$ cat src/rtl/paralelo_serial_param_if.sv
// Word-in / bit-out bus for the parallel-to-serial transmit converter.
// The producer side drives the word handshake; the serial side returns the bit stream and its framing flags.
interface paralelo_serial_param_if #(
    parameter int unsigned WIDTH = 8
);

    logic [WIDTH-1:0] data_in;
    logic             valid_in;
    logic             ready_out;
    logic             data_out;
    logic             frame_out;
    logic             active_out;

    modport master (
        output data_in,
        output valid_in,
        input  ready_out,
        input  data_out,
        input  frame_out,
        input  active_out
    );

    modport slave (
        input  data_in,
        input  valid_in,
        output ready_out,
        output data_out,
        output frame_out,
        output active_out
    );

endinterface

$ cat src/rtl/paralelo_serial_param.sv
// Parallel-to-serial converter: valid/ready word intake into a small FIFO, one bit per clk_32f,
// with an idle symbol inserted whenever no word is queued at a word boundary.
module paralelo_serial_param #(
    parameter int unsigned      WIDTH     = 8,
    parameter int unsigned      DEPTH     = 2,
    parameter logic [WIDTH-1:0] IDLE_SYM  = WIDTH'(8'hBC),
    parameter bit               MSB_FIRST = 1'b1
) (
    input  logic                   clk_32f,
    input  logic                   reset,
    paralelo_serial_param_if.slave bus
);

    localparam int unsigned CNT_W   = (WIDTH > 1) ? $clog2(WIDTH) : 1;
    localparam int unsigned PTR_W   = (DEPTH > 1) ? $clog2(DEPTH) : 1;
    localparam int unsigned COUNT_W = $clog2(DEPTH + 1);

    localparam logic [CNT_W-1:0]   LAST_BIT = CNT_W'(WIDTH - 1);
    localparam logic [PTR_W-1:0]   LAST_PTR = PTR_W'(DEPTH - 1);
    localparam logic [COUNT_W-1:0] FULL_CNT = COUNT_W'(DEPTH);

    logic [CNT_W-1:0]   r_bit_cnt;
    logic [WIDTH-1:0]   r_shreg;
    logic               r_act;
    logic [WIDTH-1:0]   r_mem [DEPTH];
    logic [PTR_W-1:0]   r_rd_ptr;
    logic [PTR_W-1:0]   r_wr_ptr;
    logic [COUNT_W-1:0] r_count;

    logic               w_ready;
    logic               w_push;
    logic               w_load;
    logic               w_pop;
    logic [WIDTH-1:0]   w_head;
    logic [WIDTH-1:0]   w_shift;
    logic [PTR_W-1:0]   w_rd_ptr_nxt;
    logic [PTR_W-1:0]   w_wr_ptr_nxt;
    logic [COUNT_W-1:0] w_count_nxt;

    // Handshake and load decisions all use FIFO state from before the edge (no bypass).
    assign w_ready = (r_count < FULL_CNT);
    assign w_push  = bus.valid_in && w_ready;
    assign w_load  = (r_bit_cnt == LAST_BIT);
    assign w_pop   = w_load && (r_count != '0);
    assign w_head  = r_mem[r_rd_ptr];

    // Shift one position toward the output end, zero fill behind.
    generate
        if (MSB_FIRST) begin : g_msb_first
            assign w_shift = {r_shreg[WIDTH-2:0], 1'b0};
        end else begin : g_lsb_first
            assign w_shift = {1'b0, r_shreg[WIDTH-1:1]};
        end
    endgenerate

    // Pointer and occupancy bookkeeping; wrap modulo DEPTH even when DEPTH is not a power of two.
    always_comb begin
        w_rd_ptr_nxt = r_rd_ptr;
        w_wr_ptr_nxt = r_wr_ptr;
        w_count_nxt  = r_count;

        if (w_pop) begin
            w_rd_ptr_nxt = (r_rd_ptr == LAST_PTR) ? '0 : r_rd_ptr + PTR_W'(1);
        end
        if (w_push) begin
            w_wr_ptr_nxt = (r_wr_ptr == LAST_PTR) ? '0 : r_wr_ptr + PTR_W'(1);
        end

        case ({w_push, w_pop})
            2'b10:   w_count_nxt = r_count + COUNT_W'(1);
            2'b01:   w_count_nxt = r_count - COUNT_W'(1);
            default: w_count_nxt = r_count;
        endcase
    end

    always_ff @(posedge clk_32f or posedge reset) begin
        if (reset) begin
            r_rd_ptr <= '0;
            r_wr_ptr <= '0;
            r_count  <= '0;
        end else begin
            r_rd_ptr <= w_rd_ptr_nxt;
            r_wr_ptr <= w_wr_ptr_nxt;
            r_count  <= w_count_nxt;
        end
    end

    // Storage needs no reset: occupancy alone decides what is valid.
    always_ff @(posedge clk_32f) begin
        if (w_push) begin
            r_mem[r_wr_ptr] <= bus.data_in;
        end
    end

    // Bit timing and the word being serialised.
    always_ff @(posedge clk_32f or posedge reset) begin
        if (reset) begin
            r_bit_cnt <= '0;
            r_shreg   <= IDLE_SYM;
            r_act     <= 1'b0;
        end else begin
            r_bit_cnt <= w_load ? '0 : r_bit_cnt + CNT_W'(1);
            if (w_load) begin
                r_shreg <= w_pop ? w_head : IDLE_SYM;
                r_act   <= w_pop;
            end else begin
                r_shreg <= w_shift;
            end
        end
    end

    assign bus.ready_out  = w_ready;
    assign bus.data_out   = MSB_FIRST ? r_shreg[WIDTH-1] : r_shreg[0];
    assign bus.frame_out  = (r_bit_cnt == '0);
    assign bus.active_out = r_act;

endmodule

$ cat src/flat_wrapper.sv
// flat-port wrapper written by rule: the top's interface ports become plain ports
module paralelo_serial_param_flat 
#(
    parameter int unsigned      WIDTH     = 8,
    parameter int unsigned      DEPTH     = 2,
    parameter logic [WIDTH-1:0] IDLE_SYM  = WIDTH'(8'hBC),
    parameter bit               MSB_FIRST = 1'b1
)
  (clk_32f, reset, bus_data_in, bus_valid_in, bus_ready_out, bus_data_out, bus_frame_out, bus_active_out);
  paralelo_serial_param_if #(.WIDTH(WIDTH)) bus_i ();
  input  logic clk_32f;
  input  logic reset;
  input wire logic [$bits(bus_i.data_in)-1:0] bus_data_in;
  input wire logic [$bits(bus_i.valid_in)-1:0] bus_valid_in;
  output wire logic [$bits(bus_i.ready_out)-1:0] bus_ready_out;
  output wire logic [$bits(bus_i.data_out)-1:0] bus_data_out;
  output wire logic [$bits(bus_i.frame_out)-1:0] bus_frame_out;
  output wire logic [$bits(bus_i.active_out)-1:0] bus_active_out;
  assign bus_i.data_in = bus_data_in;
  assign bus_i.valid_in = bus_valid_in;
  assign bus_ready_out = bus_i.ready_out;
  assign bus_data_out = bus_i.data_out;
  assign bus_frame_out = bus_i.frame_out;
  assign bus_active_out = bus_i.active_out;
  paralelo_serial_param #(.WIDTH(WIDTH), .DEPTH(DEPTH), .IDLE_SYM(IDLE_SYM), .MSB_FIRST(MSB_FIRST)) u_core (.clk_32f(clk_32f), .reset(reset), .bus(bus_i));
endmodule
$ cat config.mk
export PLATFORM = sky130hd
export DESIGN_NAME = paralelo_serial_param_flat
export DESIGN_NICKNAME = d
export VERILOG_FILES = /design/src/rtl/paralelo_serial_param_if.sv /design/src/rtl/paralelo_serial_param.sv /design/src/flat_wrapper.sv
export SDC_FILE = /design/constraint.sdc
export NUM_CORES = 1
export LEC_CHECK = 0
export CORE_ASPECT_RATIO = 1.4
export CORE_MARGIN = 8
export CORE_UTILIZATION = 24
export CTS_CLUSTER_SIZE = 40
export DETAILED_ROUTE_END_ITERATION = 7
export PLACE_DENSITY = 0.47
export SETUP_SLACK_MARGIN = 0.02
export SYNTH_ARGS = -nofsm -noshare
export SYNTH_HDL_FRONTEND = slang
export SYNTH_SLANG_ARGS = --single-unit
$ cat constraint.sdc
create_clock -name clk_32f -period 2.2 [get_ports clk_32f]
set_clock_uncertainty 0.05 [all_clocks]
set_input_delay 0.44 -clock clk_32f [delete_from_list [all_inputs] [get_ports clk_32f]]
set_output_delay 0.44 -clock clk_32f [all_outputs]
set_load 0.02 [all_outputs]
Word level (Yosys, flattened, before mapping)
Memories as Yosys holds them, arrays and structs flattened.
Index checks and enable logic that the tools add are counted.

word-level totals
  output and inout port bits = 4
  word-level logic and storage cells = 29
  bits of input ports = 11
  RAM bits = 16
  memories = 1
  register bits = 16

operators by class
  magnitude comparators = 1
  equality and inequality tests = 3
  $add $sub $neg = 5
  reduce and logical (&&, ||, !) cells = 5
  muxes and demuxes = 8

memories
  name          words  width  read ports  clocked after memory_dff  wr ports  line                         RTL
  u_core.r_mem  2      8      1           0                         1         paralelo_serial_param.sv:25  logic [WIDTH-1:0] r_mem [DEPTH];

operators by type and width
  operator                                                               count
  8-bit two-way mux                                                      2
  1-bit two-way mux                                                      4
  2-bit one-hot mux with 2 select lines                                  1
  2-bit nonzero test                                                     2
  3-bit by 1-bit adder with 3-bit output, second input constant          1
  3-bit equality test, second input constant                             1
  3-bit logical NOT                                                      1
  3-bit two-way mux                                                      1
  1-bit adder, second input constant                                     2
  2-bit by 1-bit adder with 2-bit output, second input constant          1
  2-bit by 1-bit equality test with 1-bit output, second input constant  1
  2-bit equality test, second input constant                             1
  1-bit logical AND                                                      2
  2-bit less-than comparator, second input constant                      1
  2-bit by 1-bit subtractor with 2-bit output, second input constant     1

Depth between registers and ports, before layout
Gate-level depths: netlist of the first run.

  word-level depth = 4
  mapped depth = 8
  depth with buffers taken out = 8

Least setup slack after synthesis of the first run
No wires, ideal clock.

  kind = reg2reg
  start = register u_core.r_bit_cnt[0]
  end = register u_core.r_count[1]
  path buffers = 0
  data required time = 2070 ps
  cell stages (with the launch flop) = 8
  clock period less this slack = 1680 ps
  arrival time = 1549 ps
  slack = 520 ps
  library setup time = 80 ps
  path through = dfrtp_1 -> ha_1 -> ha_1 -> o21ai_4 -> inv_1 -> ha_1 -> nor2_1 -> xnor2_1

between the ends
  word-level cells in the longest chain between the ends = 4
  elaborated cells between the ends (all ways) = 6
  those cells by class = eq/ne: 3; mux: 1; reduce/logical: 2

ends and longest elaborated chain
  what                                                                                   line                          RTL
  start: declaration                                                                     paralelo_serial_param.sv:22   logic [CNT_W-1:0] r_bit_cnt;
  start signal: assignment                                                               paralelo_serial_param.sv:102  r_bit_cnt <= w_load ? '0 : r_bit_cnt + CNT_W'(1);
  3-bit equality test (*)                                                                paralelo_serial_param.sv:43   assign w_load = (r_bit_cnt == LAST_BIT);
  1-bit logical AND (*)                                                                  paralelo_serial_param.sv:44   assign w_pop = w_load && (r_count != '0);
  net u_core.w_pop                                                                       paralelo_serial_param.sv:33   logic w_pop;
  2-bit by 1-bit equality test with 1-bit output or 2-bit equality test (tied branches)  paralelo_serial_param.sv:69   case ({w_push, w_pop})
  2-bit one-hot mux with 2 select lines or 2-bit nonzero test (tied branches)            n/a
  end signal: assignment                                                                 paralelo_serial_param.sv:84   r_count <= w_count_nxt;
  end: declaration                                                                       paralelo_serial_param.sv:28   logic [COUNT_W-1:0] r_count;

Mark *: on every way through the listed nets, which the timed path passes. The rest lies on a longest branch.
A chain may end at the register's enable or synchronous reset.

Worst setup path after layout of the first run
  start = register u_core.r_bit_cnt[0]
  end = output port bus_frame_out

between the ends
  word-level cells in the longest chain between the ends = 1

ends and longest elaborated chain
  what               line                          RTL
  3-bit logical NOT  paralelo_serial_param.sv:114  assign bus.frame_out = (r_bit_cnt == '0);
  end: declaration   flat_wrapper.sv:17            output wire logic [$bits(bus_i.frame_out)-1:0] bus_frame_out;

No other way between the ends.

==> key figures, run 1 <==
Power and ir drop
  – Lkg Pwr: 0.622 nW
  – VDD IR max: 0.336 mV
  – Pwr/cell area: 1120 nW/µm²
  – Total power: 1.71 mW

Yosys
  – Post-synth EDFFs: 16
  – Synth Area in XOR/XNOR: 0.0359
  – Main synth FF type: edfxtp_1
  – Area fraction in compound gates after synthesis: 0.0483
  – Yosys top cell by area: edfxtp_1
  – Yosys warnings: 0
  – Adder-Cell Fraction of Synth Area: 0.0411
  – Cell Area, Synth: 1220 µm²
  – Share of the yosys chip area belonging to registers: 0.728
  – Yosys reg bits: 32
  – Post-Syn Area per Cell: 15.0 µm²
  – Commonest cells post-synth: 16 x edfxtp_1, 11 x dfrtp_1, 9 x nor2_1
  – Most numerous cell in the Yosys netlist: edfxtp_1
  – Mux contribution to synthesized area: 0.0657
  – Largest family of logic cells by synthesized area: multiplexers
  – Syn_nets: 96
  – Post-Synth Simple-Gate Area: 0.0462
  – Library cells used by synthesis: 17
  – Asr flop ratio synth: 0.500
  – Yosys top cell area share: 0.394
  – Main area contributors after synthesis: edfxtp_1 39%, dfrtp_1 23%, dfstp_2 11%, mux2i_1 6.6%, ha_1 4.1%
  – Synth Instances: 81

Worst hold path
  – Hold WC Path Type: reg -> reg
  – Hold_sp: u_core.r_bit_cnt[0]
  – Worst Hold Depth: 1
  – Hold Crit Endpoint: u_core.r_bit_cnt[0]

CTS
  – Postcts setup bufs: 0
  – Skew-Pair Late Insertion Delay: 270 ps
  – H-Tree Depth: 2
  – Clock-pin slew on the worst setup and hold paths: 50 ps
  – Clock root cell: clkbuf_8
  – CTS sink count: 32
  – TritonCTS clock tree: built
  – Cts hold-fix bufs: 0
  – Clock Path Buffers: 2
  – CTS Buf Count: 5
  – CTS resizes: 0

Critical path
  – R2R cell count: 7
  – Worst reg-to-reg setup slack: 310 ps
  – Worst path slowest cell: clkdlybuf4s50_1
  – Reg2reg start: u_core.r_bit_cnt[0]
  – Worst path max stage delay: 600 ps
  – R2R Path End: u_core.r_count[1]
  – CP endpoint kind: output port
  – Startpoint types: flip-flop
  – CP Max Fanout: 3
  – Arr. time, crit path: 1560 ps
  – WP data required: 1710 ps
  – Critical path, cell by cell: inv_1 -> ha_1 -> nor2b_1 -> clkdlybuf4s50_1
  – Number of buffers and inverters on the critical path: 2
  – CP Class: reg -> out
  – Cell family with most CP delay: buffers and inverters

Timing
  – Setup TNS: 0 ps
  – Minimum clock period: 2050 ps
  – Tcrit/Tclk final: 0.933
  – Final Max Slew Viols: 0
  – Worst rel slew slack: 0.586
  – Final Hold Vio Count: 0
  – Worst Max-Slew Pin Slew: 620 ps
  – Setup repair after global routing missed its margin: false
  – Max Fclk: 487 MHz
  – Final setup violation count: 0

Run
  – Max Cap Viol: 0

Layout
  – Layout cells sized above 1: 0.136
  – Storage cell area: 887 µm²
  – Fin nets: 117
  – P&R area growth vs syn: 24.9%
  – Diodes inserted: 0
  – Final std cells w/o fill: 167
  – Post-layout utilization of the core: 0.312
  – Number of fill cells in the layout: 524
  – Footprint of the multi-input gates: 289 µm²

Global routing
  – Grt met2 use: 0.0939
  – Largest net degree at the start of global routing: 17
  – Antenna violations before repair: 0
  – GRT busiest layer: met2
  – First-pass GRT wire length: 3250 µm
  – GR Overflow Total: 0
  – GRT Total Usage: 0.0562
  – Vias in the first global route: 701
  – Global routing usage on met3: 0.0286
  – Met1 global-route usage: 0.0521

Routing
  – Vias: 640
  – Wire per inst: 11.8 µm
  – Final ANT Viol Nets: 0
  – DRT Pass-1 Iters: 4
  – 1st-iter DRT viols: 20
  – Via/cell ratio: 3.83
  – # DRC: 0
  – Drt total wl: 1960 µm

Placement
  – Placed cell count: 159
  – IO buf count: 14
  – Final GP Congestion: 0.699
  – Detailed Place HPWL: 1410 µm

Floorplan
  – Die area: 7650 µm²
  – Std cell rows: 30
  – Initial core utilization: 0.250
  – Core area: 4880 µm²
  – Die X: 76.2 µm
  – Ports: 15
  – Die H: 100 µm

Run status
  – Outcome: finished, final reports clean
-- where the power goes --
part | switching (mW) | internal, mW | total [mW]
Sequential | 0.107 | 0.831 | 0.938
Combinational | 0.174 | 0.190 | 0.364
Clock | 0.188 | 0.221 | 0.410
-- stage by stage --
step	cell area, µm²	setup slack [ps]	hold slack (ps)
floorplan	1220	520	300
global placement	1440	368	399
detailed placement	1440	305	403
CTS	1520	119	411
global route	1520	66.7	434
finish	1520	147	404
-- logic make-up (layout without fill, tap and decap cells) --
family	after synthesis	in the layout
flops	32	32
fa+ha+maj	4	4
xor+xnor	5	5
compound gates	9	9
mux	8	8
buf+inv	10	32
simple gates	13	13
-- worst max path at each step --
stage                        startpoint           endpoint  slack (ps)  cells after the start
detailed placement  u_core.r_bit_cnt[0]  u_core.r_count[1]         310                      7
global placement    u_core.r_bit_cnt[0]  u_core.r_count[1]         370                      7
global route        u_core.r_bit_cnt[0]      bus_frame_out          70                      4
CTS                 u_core.r_bit_cnt[0]      bus_frame_out         120                      4
floorplan           u_core.r_bit_cnt[0]  u_core.r_count[1]         520                      7
finish              u_core.r_bit_cnt[0]      bus_frame_out         150                      4
-- placed cells by master, fill, tap and decap left out --
master,count
a21oi_1,5
and3_1,1
buf_4,2
clkbuf_1,2
clkbuf_8,5
clkdlybuf4s50_1,14
clkinv_2,1
dfrtp_1,11
dfstp_2,5
edfxtp_1,16
ha_1,4
inv_1,8
mux2i_1,8
nand2_1,1
nor2_1,9
nor2b_1,2
o21ai_0,1
o21ai_4,1
o22ai_1,2
xnor2_1,5
-- sequential cells by signal, indices dropped and copies added (netlist names) --
| register | cells |
|---|---|
| u_core.r_shreg | 8 |
| u_core.bus.active_out | 1 |
| u_core.r_count | 2 |
| u_core.r_rd_ptr | 1 |
| u_core.r_mem | 16 |
| u_core.r_bit_cnt | 3 |
| u_core.r_wr_ptr | 1 |
-- final cells by class --
class                      count  area share
clock buffer                   7      0.0501
inverter                       8      0.0197
multi-input combinational     39       0.190
clock inverter                 1     0.00329
timing repair buffer          16       0.102
tap                           64      0.0526
sequential                    32       0.583
-- layer usage --
layer,vias up,wire [µm]
met5,-,0
met4,0,70
met3,5,123
met2,16,996
met1,304,772
li1,315,-
(Power assumes the default switching activity.)
==> run 2, diff against run 1 <==
--- a/config.mk
+++ b/config.mk
@@ -10,6 +10,7 @@
 export CORE_UTILIZATION = 24
 export CTS_CLUSTER_SIZE = 40
 export DETAILED_ROUTE_END_ITERATION = 7
+export HOLD_SLACK_MARGIN = 0.05
 export PLACE_DENSITY = 0.47
 export SETUP_SLACK_MARGIN = 0.02
 export SYNTH_ARGS = -nofsm -noshare
==> results of run 2 <==
The final DEF is identical to that of run 1; final timing and power are the same.
==> run 3, diff against run 2 <==
--- a/config.mk
+++ b/config.mk
@@ -5,6 +5,7 @@
 export SDC_FILE = /design/constraint.sdc
 export NUM_CORES = 1
 export LEC_CHECK = 0
+export ABC_AREA = 1
 export CORE_ASPECT_RATIO = 1.4
 export CORE_MARGIN = 8
 export CORE_UTILIZATION = 24
==> run 3 against run 2 <==
Effect of this change: combinational power grew 21%; synthesized cell count up 47%; clock power grew 32%; largest cell class unchanged; largest power group unchanged.
==> key figures, run 3 <==
Timing
  – Final setup violation count: 0 (unchanged)
  – Tcrit/Tclk final: 0.858 (-0.0752)
  – Max Fclk: 530 MHz (+8.8%)
  – Worst Max-Slew Pin Slew: 598 ps (-22.0 ps)
  – Minimum clock period: 1890 ps (-165 ps)
  – Setup TNS: 0 ps (unchanged)
  – Worst rel slew slack: 0.601 (+0.0147)
  – Final Hold Vio Count: 0 (unchanged)
  – Hold slack: 410 ps (+6.50 ps)
  – Final Max Slew Viols: 0 (unchanged)
  – Setup repair after global routing missed its margin: false

Critical path
  – CP Max Fanout: 4 (+1)
  – Critical path, cell by cell: inv_2 -> clkdlybuf4s50_1
  – WP data required: 1710 ps (about the same)
  – CP Class: reg -> out
  – Cell family with most CP delay: buffers and inverters
  – CP endpoint kind: output port
  – Worst path max stage delay: 620 ps (+20 ps)
  – Startpoint types: flip-flop
  – Worst path slowest cell: clkdlybuf4s50_1
  – Number of buffers and inverters on the critical path: 2 (unchanged)
  – Arr. time, crit path: 1400 ps (-160 ps)

Power and ir drop
  – Total power: 1.90 mW (+11%)
  – Switching Share: 0.294 (+0.0202)
  – Lkg Pwr: 0.762 nW (+22%)
  – P_sw: 560 µW (+19%)
  – VDD IR max: 0.496 mV (+48%)
  – Pwr/cell area: 1160 nW/µm² (+3.5%)
  – Cell-internal power: 1.34 mW (+8.0%)
  – Part of the power in combinational logic: 0.232 (+0.019)
  – Clk network pwr share: 0.285 (+0.046)
  – Flop pwr share: 0.483 (-0.065)

Layout
  – Layout cells sized above 1: 0.141 (+0.00492)
  – Largest register FFs: 16 (unchanged)
  – Fin nets: 156 (+33%)
  – Diodes inserted: 0 (unchanged)
  – Commonest non-fill, non-tap cells in the layout: 40 x nand2_1, 20 x nor2_1, 16 x edfxtp_1
  – Number of fill cells in the layout: 586 (+12%)
  – Post-route cell area: 1640 µm² (+7.4%)
  – P&R area growth vs syn: 25.4%
  – Regs by FF count: u_core.r_mem: 16 flops, u_core.r_shreg: 8 flops, u_core.r_bit_cnt: 3 flops
  – Commonest non-fill, non-tap cell in the layout: nand2_1
  – Register with the most flip-flops: u_core.r_mem
  – Post-layout utilization of the core: 0.305 (-0.00725)

Yosys
  – Library cells used by synthesis: 17 (unchanged)
  – Synth Instances: 119 (+47%)
  – Commonest cells post-synth: 40 x nand2_1, 20 x nor2_1, 16 x edfxtp_1
  – Yosys top cell by area: edfxtp_1
  – Share of the yosys chip area belonging to registers: 0.680 (-0.0475)
  – Cell Area, Synth: 1300 µm² (+7.0%)
  – Most numerous cell in the Yosys netlist: nand2_1
  – Main synth FF type: edfxtp_1
  – Main area contributors after synthesis: edfxtp_1 37%, dfrtp_1 21%, nand2_1 12%, dfstp_2 10%, nor2_1 5.8%
  – Post-synth EDFFs: 16 (unchanged)
  – Asr flop ratio synth: 0.500 (unchanged)
  – Yosys reg bits: 32 (unchanged)
  – Post-Syn Area per Cell: 11.0 µm² (-27%)
  – Yosys warnings: 0 (unchanged)
  – Syn_nets: 134 (+40%)
  – Yosys top cell area share: 0.369 (-0.0257)

Placement
  – Final GP Congestion: 0.739 (+5.7%)
  – Detailed Place HPWL: 1620 µm (+15%)
  – Area post-placement: 1530 µm² (+5.9%)
  – IO buf count: 14 (unchanged)

Floorplan
  – Std cell rows: 32 (+6.7%)
  – Ports: 15 (unchanged)
  – Die H: 103 µm (+2.9%)
  – Core area: 5370 µm² (+9.9%)
  – Die area: 8080 µm² (+5.7%)
  – Die X: 78.3 µm (+2.7%)
  – Initial core utilization: 0.243 (-0.00674)

Global routing
  – GRT Total Usage: 0.0637 (+0.00758)
  – Largest net degree at the start of global routing: 17 (unchanged)
  – Vias in the first global route: 865 (+23%)
  – First-pass GRT wire length: 3930 µm (+21%)
  – Antenna violations before repair: 0 (unchanged)
  – GR Overflow Total: 0 (unchanged)

CTS
  – CTS sink count: 32 (unchanged)
  – TritonCTS clock tree: built
  – Clock-pin slew on the worst setup and hold paths: 70 ps (+20 ps)
  – CTS resizes: 0 (unchanged)
  – H-Tree Depth: 2 (unchanged)
  – CTS Buf Count: 5 (unchanged)
  – Clock Path Buffers: 2 (unchanged)
  – Postcts setup bufs: 0 (unchanged)
  – Cts hold-fix bufs: 0 (unchanged)
  – Clock root cell: clkbuf_8
  – Skew-Pair Late Insertion Delay: 280 ps (about the same)

Routing
  – Final ANT Viol Nets: 0 (unchanged)
  – Drt total wl: 2180 µm (+11%)
  – 1st-iter DRT viols: 25 (+25%)
  – Wire per inst: 10.4 µm (-12%)
  – DRT Pass-1 Iters: 3 (-1)
  – Via/cell ratio: 3.79 (-1.2%)
  – # DRC: 0 (unchanged)
  – Vias: 795 (+24%)

Run status
  – Outcome: finished, final reports clean

Run
  – Max Cap Viol: 0 (unchanged)

Worst hold path
  – Hold WC Path Type: reg -> reg
[run 3: per-layer routing]
layer,routed length [µm],up-vias,GRT usage
met2,1090,17,0.107
met3,103,7,0.0268
met1,921,357,0.0635
met4,63,0,0.0429
met5,0,-,0
li1,-,414,-
[run 3: final timing paths]
kind | endpoint | startpoint | slack (ps) | cells after the start
min in group asynchronous | u_core.r_count[1] | reset | 470 | 2
worst max register to register | u_core.r_count[1] | u_core.r_bit_cnt[0] | 440 | 9
worst min-delay path | u_core.r_bit_cnt[0] | u_core.r_bit_cnt[0] | 410 | 1
worst min register to register | u_core.r_bit_cnt[0] | u_core.r_bit_cnt[0] | 410 | 1
worst max-delay path | bus_ready_out | u_core.r_count[1] | 310 | 2
max in group asynchronous | u_core.r_wr_ptr | reset | 1240 | 2
[run 3: power by group through the flow]
stage	Sequential, mW	Combinational, mW	Clock, mW
2_1_floorplan	0.910	0.325	0
3_3_place_gp	0.929	0.436	0
3_5_place_dp	0.934	0.453	0
4_1_cts	0.925	0.455	0.563
5_1_grt	0.941	0.502	0.597
6_report	0.918	0.441	0.543
[run 3: cell families (layout without fill, tap and decap cells)]
group,Yosys count,after routing,synth area share
flip-flops,32,32,0.680
XOR/XNOR,2,2,0.0134
AND/OR/NAND/NOR,65,65,0.202
adder cells (fa/ha/maj),4,4,0.0384
buffers and inverters,16,39,0.0653
[run 3: cell type report]
type | count | area (µm²) | area share
clock inverter | 3 | 37.5 | 0.0230
multi-input combinational | 71 | 332 | 0.203
timing repair buffer | 17 | 165 | 0.101
inverter | 14 | 60.1 | 0.0367
sequential | 32 | 887 | 0.542
tap | 68 | 85.1 | 0.0520
clock buffer | 5 | 68.8 | 0.0421
[run 3: through the flow]
stage                     cells  setup WS [ps]
after detailed placement    202            415
after floorplan             119            467
final                       210            312
after global routing        210            262
after global placement      202            439
after CTS                   210           93.9
